--- src/rtl/mips_pkg.sv ---
`default_nettype none
// ============================================================================
// Module      : mips_pkg
// Description : Shared definitions for the 5-stage MIPS32 pipeline
//               controller. Holds the opcode encodings, the instruction field
//               slice positions, the NOP word, the sequencer state type and a
//               small helper for the ALU opcode groups.
// Revision    : 1.0  initial release
// ============================================================================
package mips_pkg;

    // Instruction field slice positions
    localparam int OP_MSB = 31;
    localparam int OP_LSB = 26;
    localparam int RS_MSB = 25;
    localparam int RS_LSB = 21;
    localparam int RT_MSB = 20;
    localparam int RT_LSB = 16;
    localparam int RD_MSB = 15;
    localparam int RD_LSB = 11;

    // Instruction word used for bubbles and flushes
    localparam logic [31:0] NOP = 32'h0000_0000;

    // Register-register ALU group: 000000 .. 000101
    localparam logic [5:0] OP_ADD  = 6'b000000;
    localparam logic [5:0] OP_SUB  = 6'b000001;
    localparam logic [5:0] OP_AND  = 6'b000010;
    localparam logic [5:0] OP_OR   = 6'b000011;
    localparam logic [5:0] OP_SLT  = 6'b000100;
    localparam logic [5:0] OP_MUL  = 6'b000101;

    // Register-immediate ALU group: 010000 .. 010101
    localparam logic [5:0] OP_ADDI = 6'b010000;
    localparam logic [5:0] OP_SUBI = 6'b010001;
    localparam logic [5:0] OP_ANDI = 6'b010010;
    localparam logic [5:0] OP_ORI  = 6'b010011;
    localparam logic [5:0] OP_SLTI = 6'b010100;
    localparam logic [5:0] OP_MULI = 6'b010101;

    // Memory, branch and control
    localparam logic [5:0] OP_LW   = 6'b110000;
    localparam logic [5:0] OP_SW   = 6'b110001;
    localparam logic [5:0] OP_BEQZ = 6'b110100;
    localparam logic [5:0] OP_BNEZ = 6'b110101;
    localparam logic [5:0] OP_HLT  = 6'b111111;

    // Upper three opcode bits that identify each ALU group
    localparam logic [2:0] GRP_RR  = 3'b000;
    localparam logic [2:0] GRP_RI  = 3'b010;

    // Sequencer states
    typedef enum logic [1:0] {
        S_IDLE   = 2'd0,
        S_RUN    = 2'd1,
        S_DRAIN  = 2'd2,
        S_HALTED = 2'd3
    } state_e;

    // Both ALU groups occupy the first six codes of their eighth of the
    // opcode space, so membership is "upper bits match, lower bits <= 5".
    function automatic logic op_in_alu_group(input logic [5:0] op,
                                             input logic [2:0] grp);
        return (op[5:3] == grp) && (op[2:0] <= 3'd5);
    endfunction

endpackage : mips_pkg
`default_nettype wire

--- src/rtl/ir_decode.sv ---
`default_nettype none
// ============================================================================
// Module      : ir_decode
// Description : Combinational register-usage decoder for one pipeline latch.
//               Reports whether the instruction writes a register (and
//               which), which source fields it reads, and whether it is a
//               conditional branch or HLT.
// Ports       : ir_i         instruction word held in the latch
//               writes_o     instruction writes a register
//               dest_o       destination register number (0 when none)
//               uses_rs_o    rs field is a source operand
//               uses_rt_o    rt field is a source operand
//               is_branch_o  BEQZ or BNEZ
//               is_hlt_o     HLT
// Revision    : 1.0  initial release
// ============================================================================
module ir_decode
    import mips_pkg::*;
(
    input  logic [31:0] ir_i,
    output logic        writes_o,
    output logic [4:0]  dest_o,
    output logic        uses_rs_o,
    output logic        uses_rt_o,
    output logic        is_branch_o,
    output logic        is_hlt_o
);

    logic [5:0] w_op;
    logic [4:0] w_rt;
    logic [4:0] w_rd;
    logic       w_unused;

    assign w_op = ir_i[OP_MSB:OP_LSB];
    assign w_rt = ir_i[RT_MSB:RT_LSB];
    assign w_rd = ir_i[RD_MSB:RD_LSB];

    // The rs number and the immediate/shift bits are not needed to classify
    // the instruction; the hazard comparator slices rs itself.
    assign w_unused = ^{ir_i[RS_MSB:RS_LSB], ir_i[RD_LSB-1:0]};

    always_comb begin
        writes_o    = 1'b0;
        dest_o      = 5'd0;
        uses_rs_o   = 1'b0;
        uses_rt_o   = 1'b0;
        is_branch_o = 1'b0;
        is_hlt_o    = 1'b0;

        if (op_in_alu_group(w_op, GRP_RR)) begin
            uses_rs_o = 1'b1;
            uses_rt_o = 1'b1;
            writes_o  = 1'b1;
            dest_o    = w_rd;
        end else if (op_in_alu_group(w_op, GRP_RI)) begin
            uses_rs_o = 1'b1;
            writes_o  = 1'b1;
            dest_o    = w_rt;
        end else begin
            unique case (w_op)
                OP_LW: begin
                    uses_rs_o = 1'b1;
                    writes_o  = 1'b1;
                    dest_o    = w_rt;
                end
                OP_SW: begin
                    uses_rs_o = 1'b1;
                    uses_rt_o = 1'b1;
                end
                OP_BEQZ, OP_BNEZ: begin
                    uses_rs_o   = 1'b1;
                    is_branch_o = 1'b1;
                end
                OP_HLT: begin
                    is_hlt_o = 1'b1;
                end
                default: begin
                    // Unused opcodes touch no registers.
                end
            endcase
        end
    end

endmodule : ir_decode
`default_nettype wire

--- src/rtl/pipe_ctrl.sv ---
`default_nettype none
// ============================================================================
// Module      : pipe_ctrl
// Description : Pipeline sequencer and hazard controller for the 5-stage
//               MIPS32 core. Decodes the instruction in each pipeline latch,
//               resolves taken branches, HLT and RAW hazards in priority
//               order, drives latch enables / bubble / flush / PC select,
//               runs the IDLE-RUN-DRAIN-HALTED sequencer and keeps saturating
//               stall and squash counters.
// Ports       : clk, rst_n           clock, async active-low reset
//               start                one-cycle pulse leaving IDLE/HALTED
//               ir_if_id..ir_mem_wb  instructions in ID, EX, MEM, WB
//               cond_ex              EX-stage (A == 0)
//               en_if..en_wb         latch loads / register-file write
//               bubble_ex, flush_id  NOP insertion into ID/EX and IF/ID
//               pc_sel               1 = branch target, 0 = NPC
//               halted               registered HALTED indication
//               stall_cnt            RAW-stall cycles (saturating)
//               squash_cnt           taken branches (saturating)
// Revision    : 1.0  initial release
// ============================================================================
module pipe_ctrl
    import mips_pkg::*;
#(
    parameter bit WB_BYPASS = 1'b1,
    parameter int CNT_W     = 16
) (
    input  logic             clk,
    input  logic             rst_n,
    input  logic             start,
    input  logic [31:0]      ir_if_id,
    input  logic [31:0]      ir_id_ex,
    input  logic [31:0]      ir_ex_mem,
    input  logic [31:0]      ir_mem_wb,
    input  logic             cond_ex,
    output logic             en_if,
    output logic             en_id,
    output logic             en_ex,
    output logic             en_mem,
    output logic             en_wb,
    output logic             bubble_ex,
    output logic             flush_id,
    output logic             pc_sel,
    output logic             halted,
    output logic [CNT_W-1:0] stall_cnt,
    output logic [CNT_W-1:0] squash_cnt
);

    // Latch index: 0 = IF/ID (ID), 1 = ID/EX (EX), 2 = EX/MEM (MEM),
    // 3 = MEM/WB (WB).
    localparam int N_LATCH = 4;

    logic [31:0] w_ir        [N_LATCH];
    logic [3:0]  w_writes;
    logic [4:0]  w_dest      [N_LATCH];
    logic [3:0]  w_uses_rs;
    logic [3:0]  w_uses_rt;
    logic [3:0]  w_is_branch;
    logic [3:0]  w_is_hlt;

    assign w_ir[0] = ir_if_id;
    assign w_ir[1] = ir_id_ex;
    assign w_ir[2] = ir_ex_mem;
    assign w_ir[3] = ir_mem_wb;

    generate
        for (genvar g = 0; g < N_LATCH; g++) begin : g_dec
            ir_decode u_dec (
                .ir_i        (w_ir[g]),
                .writes_o    (w_writes[g]),
                .dest_o      (w_dest[g]),
                .uses_rs_o   (w_uses_rs[g]),
                .uses_rt_o   (w_uses_rt[g]),
                .is_branch_o (w_is_branch[g]),
                .is_hlt_o    (w_is_hlt[g])
            );
        end
    endgenerate

    // ------------------------------------------------------------------
    // RAW hazard compare: ID sources against each downstream writer.
    // ------------------------------------------------------------------
    logic [4:0] w_id_rs;
    logic [4:0] w_id_rt;
    logic [3:1] w_raw_hit;
    logic       w_raw;

    assign w_id_rs = ir_if_id[RS_MSB:RS_LSB];
    assign w_id_rt = ir_if_id[RT_MSB:RT_LSB];

    generate
        for (genvar s = 1; s < N_LATCH; s++) begin : g_haz
            // r0 is hardwired, so a write to it never creates a dependency.
            assign w_raw_hit[s] = w_writes[s] && (w_dest[s] != 5'd0) &&
                                  ((w_uses_rs[0] && (w_id_rs == w_dest[s])) ||
                                   (w_uses_rt[0] && (w_id_rt == w_dest[s])));
        end
    endgenerate

    // With a write-through register file the WB producer is already visible
    // to ID, so only EX and MEM need to hold the instruction back.
    generate
        if (WB_BYPASS) begin : g_wb_bypass
            assign w_raw = w_raw_hit[1] | w_raw_hit[2];
        end else begin : g_wb_check
            assign w_raw = w_raw_hit[1] | w_raw_hit[2] | w_raw_hit[3];
        end
    endgenerate

    // Decoder outputs that this controller never consults for a given latch.
    logic w_unused;
    assign w_unused = ^{w_writes[0], w_dest[0], w_dest[3], w_writes[3],
                        w_uses_rs[3:1], w_uses_rt[3:1],
                        w_is_branch[0], w_is_branch[3:2],
                        w_is_hlt[2:1], w_raw_hit[3]};

    // ------------------------------------------------------------------
    // Branch resolution: BNEZ differs from BEQZ only in the opcode LSB.
    // ------------------------------------------------------------------
    logic w_taken;
    assign w_taken = w_is_branch[1] && (ir_id_ex[OP_LSB] ? !cond_ex : cond_ex);

    // ------------------------------------------------------------------
    // Sequencer
    // ------------------------------------------------------------------
    state_e           state_q;
    state_e           state_d;
    logic             halted_q;
    logic [CNT_W-1:0] stall_cnt_q;
    logic [CNT_W-1:0] squash_cnt_q;
    logic             stall_inc;
    logic             squash_inc;

    always_ff @(posedge clk or negedge rst_n) begin
        if (!rst_n) begin
            state_q  <= S_IDLE;
            halted_q <= 1'b0;
        end else begin
            state_q  <= state_d;
            halted_q <= (state_d == S_HALTED);
        end
    end

    always_comb begin
        state_d    = state_q;
        en_if      = 1'b0;
        en_id      = 1'b0;
        en_ex      = 1'b0;
        en_mem     = 1'b0;
        en_wb      = 1'b0;
        bubble_ex  = 1'b0;
        flush_id   = 1'b0;
        pc_sel     = 1'b0;
        stall_inc  = 1'b0;
        squash_inc = 1'b0;

        unique case (state_q)
            S_IDLE, S_HALTED: begin
                // PC and latches hold, so a restart from HALTED resumes at
                // the held PC.
                if (start) begin
                    state_d = S_RUN;
                end
            end

            S_RUN: begin
                en_id  = 1'b1;
                en_ex  = 1'b1;
                en_mem = 1'b1;
                en_wb  = 1'b1;
                if (w_taken) begin
                    // Squash both younger instructions (IF/ID and ID/EX).
                    en_if      = 1'b1;
                    pc_sel     = 1'b1;
                    flush_id   = 1'b1;
                    bubble_ex  = 1'b1;
                    squash_inc = 1'b1;
                end else if (w_is_hlt[0]) begin
                    // HLT advances into EX; nothing younger is fetched.
                    flush_id = 1'b1;
                    state_d  = S_DRAIN;
                end else if (w_raw) begin
                    bubble_ex = 1'b1;
                    stall_inc = 1'b1;
                end else begin
                    en_if = 1'b1;
                end
            end

            S_DRAIN: begin
                // Only older instructions remain, so no hazards can arise.
                en_id    = 1'b1;
                en_ex    = 1'b1;
                en_mem   = 1'b1;
                en_wb    = 1'b1;
                flush_id = 1'b1;
                if (w_is_hlt[3]) begin
                    en_wb   = 1'b0;
                    state_d = S_HALTED;
                end
            end

            default: begin
                state_d = S_IDLE;
            end
        endcase
    end

    // ------------------------------------------------------------------
    // Saturating performance counters
    // ------------------------------------------------------------------
    always_ff @(posedge clk or negedge rst_n) begin
        if (!rst_n) begin
            stall_cnt_q  <= '0;
            squash_cnt_q <= '0;
        end else begin
            if (stall_inc && (stall_cnt_q != '1)) begin
                stall_cnt_q <= stall_cnt_q + CNT_W'(1);
            end
            if (squash_inc && (squash_cnt_q != '1)) begin
                squash_cnt_q <= squash_cnt_q + CNT_W'(1);
            end
        end
    end

    assign halted     = halted_q;
    assign stall_cnt  = stall_cnt_q;
    assign squash_cnt = squash_cnt_q;

endmodule : pipe_ctrl
`default_nettype wire

--- config.mk ---
export PLATFORM = sky130hd
export DESIGN_NAME = pipe_ctrl
export DESIGN_NICKNAME = d
export VERILOG_FILES = /design/src/rtl/mips_pkg.sv /design/src/rtl/ir_decode.sv /design/src/rtl/pipe_ctrl.sv
export SDC_FILE = /design/constraint.sdc
export NUM_CORES = 1
export LEC_CHECK = 0
export ABC_AREA = 1
export CAP_MARGIN = 40
export CORE_ASPECT_RATIO = 2
export CORE_MARGIN = 2
export CORE_UTILIZATION = 61
export DETAILED_ROUTE_END_ITERATION = 6
export DONT_BUFFER_PORTS = 1
export GPL_ROUTABILITY_DRIVEN = 0
export PLACE_DENSITY = 0.77
export SLEW_MARGIN = 20
export SYNTH_ARGS = -nofsm -noshare
export SYNTH_HDL_FRONTEND = slang
export SYNTH_SLANG_ARGS = --single-unit
export TNS_END_PERCENT = 20
--- constraint.sdc ---
create_clock -name clk -period 2.7 [get_ports clk]
set_clock_uncertainty 0.15 [all_clocks]
set_input_delay 0.54 -clock clk [delete_from_list [all_inputs] [get_ports clk]]
set_output_delay 0.54 -clock clk [all_outputs]
set_load 0.02 [all_outputs]
# --- After elaboration in Yosys (flattened, before gate mapping) ---
# Index checks and enable logic that the tools add are counted.
totals:
  regBits: 35
  input_bits: 132
  output_inout_bits: 41
  word_cells: 119
classes:
  addsub: 2
  n_lt_le_gt_ge: 4
  n_eq_ne: 24
  muxes: 51
  bitwise_logic: 1
  n_reduce_logical: 33
ops:
  columns: ["operator", "n"]
  rows:
  - ["equality test 6 bit, second input constant", 10]
  - ["2-to-1 mux 1 bit", 38]
  - ["adder 16 x 1 -> 16 bit, second input constant", 2]
  - ["!= test 16 bit, second input constant", 2]
  - ["2-to-1 mux 5 bit", 6]
  - ["equality test 5 bit", 4]
  - ["logical AND 1 bit", 19]
  - ["equality test 3 x 2 -> 1 bit, second input constant", 4]
  - ["<= comparator 3 bit, second input constant", 4]
  - ["zero test 3 bit", 4]
  - ["nonzero test 5 bit", 2]
  - ["2-to-1 mux 2 bit", 4]
  - ["equality test 2 bit, second input constant", 3]
  - ["case mux 2 bit (3 select lines)", 1]
  - ["OR reduction 2 bit", 3]
  - ["case mux 1 bit (2 select lines)", 2]
  - ["OR reduction 4 bit", 1]
  - ["equality test 2 x 1 -> 1 bit, second input constant", 1]
  - ["zero test 2 bit", 1]
  - ["logical OR 1 bit", 2]
  - ["zero test 1 bit", 1]
  - ["OR 1 bit", 1]

# --- Depth between registers and ports, before layout ---
depth:
  ltp_word: 14
  mapped_depth: 18
  mapped_depth_nobuf: 17

# --- Modules after synthesis ---
# A second synthesis with hierarchy kept.
hier_totals:
  hier_cells: 546
  area_unflattened_um2: 3602.2
by_module_without_submodules:
  columns: ["mod", "n_inst", "cells_each", "area_each_um2"]
  rows:
  - ["pipe_ctrl", 1, 358, 2511.2]
  - ["ir_decode", 4, 47, 272.8]

# --- Least setup slack after synthesis ---
# Ideal clock, no wire load.
synth_path:
  path_type: "input -> output"
  from: "in ir_ex_mem[29]"
  to: "out en_if"
  t_arrival_ns: 1.839
  path_slack_ns: 0.171
  cell_stages: 12
  n_path_buf: 1
  cell_sequence: "nor2_4 > nand3_4 > nand3_4 > buf_8 > nand3_1 > nand2_1 > nor2_1 > nand3_1 > nand2_1 > nand2_2 > nand2_4 > a21oi_1"
synth_between:
  elab_chain_cells: 13
  elab_cells_between_ends: 24
  classes_between: "4 x eq/ne; 10 x mux; 1 x bitwise; 9 x reduce/logical"
synth_lines:
  columns: ["item", "line_no", "source"]
  rows:
  - ["start, declared", "pipe_ctrl.sv:33", "input logic [31:0] ir_ex_mem,"]
  - ["equality test 6 bit / equality test 3 x 2 -> 1 bit (equally long branches)", null, null]
  - ["2-to-1 mux 5 bit / logical AND 1 bit (equally long branches)", "ir_decode.sv:60, mips_pkg.sv:64", null]
  - ["2-to-1 mux 5 bit", "ir_decode.sv:55", "end else if (op_in_alu_group(w_op, GRP_RI)) begin"]
  - ["2-to-1 mux 5 bit", "ir_decode.sv:50", "if (op_in_alu_group(w_op, GRP_RR)) begin"]
  - ["equality test 5 bit (on tied branches)", "pipe_ctrl.sv:95, pipe_ctrl.sv:96", null]
  - ["logical AND 1 bit (on tied branches)", "pipe_ctrl.sv:95, pipe_ctrl.sv:96", null]
  - ["logical OR 1 bit", "pipe_ctrl.sv:95", "((w_uses_rs[0] && (w_id_rs == w_dest[s])) ||"]
  - ["logical AND 1 bit (*)", "pipe_ctrl.sv:94", "assign w_raw_hit[s] = w_writes[s] && (w_dest[s] != 5'd0) &&"]
  - ["OR 1 bit (*)", "pipe_ctrl.sv:104", "assign w_raw = w_raw_hit[1] | w_raw_hit[2];"]
  - ["2-to-1 mux 1 bit (*)", "pipe_ctrl.sv:182", "end else if (w_raw) begin"]
  - ["2-to-1 mux 1 bit (*)", "pipe_ctrl.sv:178", "end else if (w_is_hlt[0]) begin"]
  - ["2-to-1 mux 1 bit (*)", "pipe_ctrl.sv:171", "if (w_taken) begin"]
  - ["2-to-1 mux 1 bit (*)", "pipe_ctrl.sv:157", "unique case (state_q)"]
  - ["end, declared", "pipe_ctrl.sv:36", "output logic en_if,"]
# Every way passes the cells marked *; elsewhere a longest branch is shown, timed or not.

# --- Worst setup path after layout ---
layout_path:
  from: "in ir_ex_mem[31]"
  to: "out en_if"
# Same word-level chain as after synthesis.

==> metrics.yaml <==
ir_drop_mv: 0.440
grt_max_degree: 36
core_area_sq_um: 4550
combPwrFrac_pct: 34.9
path_cells: "nor2_4 > nand3_4 > nand2_2 > inv_2 > nand2_2 > nand2_2 > buf_4 > a21oi_1 > nand4_1 > nand2_2 > nand2_4 > a21oi_1 > buf_4"
synth.yosys.seq_area_share_pct: 30.6
outcome: "complete, no violations"
synth_nets: 551
worst_path_dominant_cell_family: "simple AND/OR/NAND/NOR gates"
start_kind: "primary input"
cts_tree: "built"
routedWlPerCell_microns: 14.6
ant_nets: 0
hold_class: "in -> reg"
worst_pin_slew_ps: 544
grt_usage_pct: 27.5
clk_pin_slew_ps: 60
numCtsBuffers: 5
worstReg2RegStart: "state_q[1]"
fin_setup_tns_ps: 0
vias: 2724
finalSetupViolCount: 0
worstPathArrival_ps: 1980
cp_num_buf_inv: 3
yosys-top-cells-count: "nand2_1 (153), inv_1 (39), dfrtp_1 (35)"
fin_nets: 564
final_layout_size_suffix_gt1_share_pct: 13.1
critPathMaxStageDelay_ps: 170
grt_antenna_before_repair: 0
drtPass1Iterations: 6
synth_cells: 415
synth_cell_types: 33
post-route-drc-count: 0
power_w: 0.00151
hold_violations: 0
p_sw_w: 0.000599
crit_fanout: 6
wirelength_microns: 7060
ys_seq_elements: 35
dpl.hpwl_microns: 5700
holdWs_ps: 247
rsz0062_at_grt: "yes"
clk_path_buf_depth: 2
syn_to_final_growth_pct: 7.35
drv_slew: 0
total_leakage_power_nw: 1.52
syn_area_sq_um: 2860
grt_pass1_vias: 2646
ios: 173
cp_data_required_time_ps: 2010
cellPowerDensity_nw_per_um2: 490
synth.most_common_cell: "nand2_1"
maxSlewHeadroom_pct: 63.7
synth-edff-count: 0
yosysTopAreaCellShare_pct: 30.6
synth-main-ff-cell: "dfrtp_1"
r2r-end: "squash_cnt[14]"
fmax_ghz: 0.374
portBuffers: 0
num_antenna_cells: 0
grt-ovfl-total: 0
synthTopCellsByArea: "dfrtp_1 (31%), nand2_1 (20%), xor2_1 (5.8%)"
instances_no_fill: 484
dp_cells: 468
cp-end-kind: "output port"
crit_start: "ir_ex_mem[31]"
grt_pass1_wl_microns: 10900
avgSynthCellArea_sq_um: 6.89
cts-root-buf: "clkbuf_8"
crit_path_frequent_cell: "nand2_2"
cts_sinks: 35
p_int_w: 0.000907
cp_num_cells: 13
worstSetupPathType: "in -> out"
initial_utilization_pct: 62.8
pwr-share-seq_pct: 41.6
crit_slowest_cell: "buf_4"
die_w_microns: 52.4
insertion_delay_ps: 290
die_height_microns: 101
htreeDepth: 2
rrSetupSlack_ps: 480
async_flop_share_pct: 100
timing.final.crit_share_pct: 99.0
p_sw_share_pct: 39.8
fin_crit_ps: 2670
die_area_sq_um: 5290
via_per_inst: 5.63
cap_violations: 0
clkPwrFrac_pct: 23.6
synth_top_area_cell: "dfrtp_1"
fillers: 433
r2r_cells: 11
cp-endpoint: "en_if"
rows: 35
yosysWarnings: 0
first_iter_violations: 33
area by class of cell:
| class | instances | area (sq um) | area share (%) |
|---|---|---|---|
| Clock buffer | 7 | 76.3 | 2.49 |
| Clock inverter | 1 | 5.00 | 0.163 |
| Inverter | 42 | 158 | 5.13 |
| Multi-Input combinational cell | 333 | 1790 | 58.1 |
| Sequential cell | 35 | 876 | 28.5 |
| Tap cell | 55 | 68.8 | 2.24 |
| Timing Repair Buffer | 11 | 101 | 3.30 |
per-stage QoR:
step	instance area (sq um)	util [%]	setup slack [ps]
finish	3070	67.4	28.0
global route	3070	67.4	-91.3
CTS	3020	66.2	66.5
detailed placement	2910	63.8	63.3
global placement	2910	63.8	89.9
floorplan	2860	-	171
power groups by stage:
stage	sequential (W)	clock [W]	combinational (W)
final	0.000626	0.000355	0.000525
after global routing	0.000631	0.000390	0.000568
after CTS	0.000626	0.000365	0.000512
after detailed placement	0.000636	0	0.000495
after global placement	0.000635	0	0.000482
after floorplan	0.000625	0	0.000449
metal layers:
metal  vias up  share of wire (%)  GRT usage, %
li1       1360                  -             -
met1      1224                 32          23.3
met2       106                 54          49.0
met3        34                6.8          8.90
met4         0                7.0          21.3
met5         -                  0             0
cells by family after synthesis:
logic type / share of synthesized area, %
compound gates: 2.93
xor+xnor: 8.88
fa+ha+maj: 1.75
buf+inv: 7.13
flops: 30.6
simple gates: 48.7
how the worst min path moves through the flow:
stage | endpoint | depth (start not counted) | from | slack [ps]
detailed placement | halted | 0 | rst_n | 90
global placement | squash_cnt[11] | 0 | rst_n | 100
finish | state_q[0] | 2 | start | 250
global route | state_q[0] | 2 | start | 250
floorplan | halted | 0 | rst_n | 90
CTS | state_q[0] | 2 | start | 240
state kept, by name (all words and copies together) (netlist names):
signal and cells:
squash_cnt 16, stall_cnt 16, state_q 2, halted 1
timing repair:
action	4_1_cts	5_1_grt
setup buffers	0	6
hold buffers	2	0
endpoints found under the hold margin	35	0
resized for setup	0	6
endpoints found under the setup margin	0	2
cells in the final DEF, fill, tap and decap left out, drive strengths merged, types with 2 or more instances in the layout:
cell / synthesis / routed
nand4: 18 / 18
o21ai: 2 / 2
nand2: 167 / 167
clkinv: 1 / 2
a21oi: 9 / 9
xor2: 19 / 19
xnor2: 10 / 10
buf: 5 / 10
nor3: 13 / 13
ha: 4 / 4
nor2: 41 / 41
dfrtp: 35 / 35
nand3: 39 / 39
clkbuf: 0 / 7
inv: 41 / 41
nor4: 4 / 4
nand3b: 2 / 2
Power figures use the tool's default switching activity.
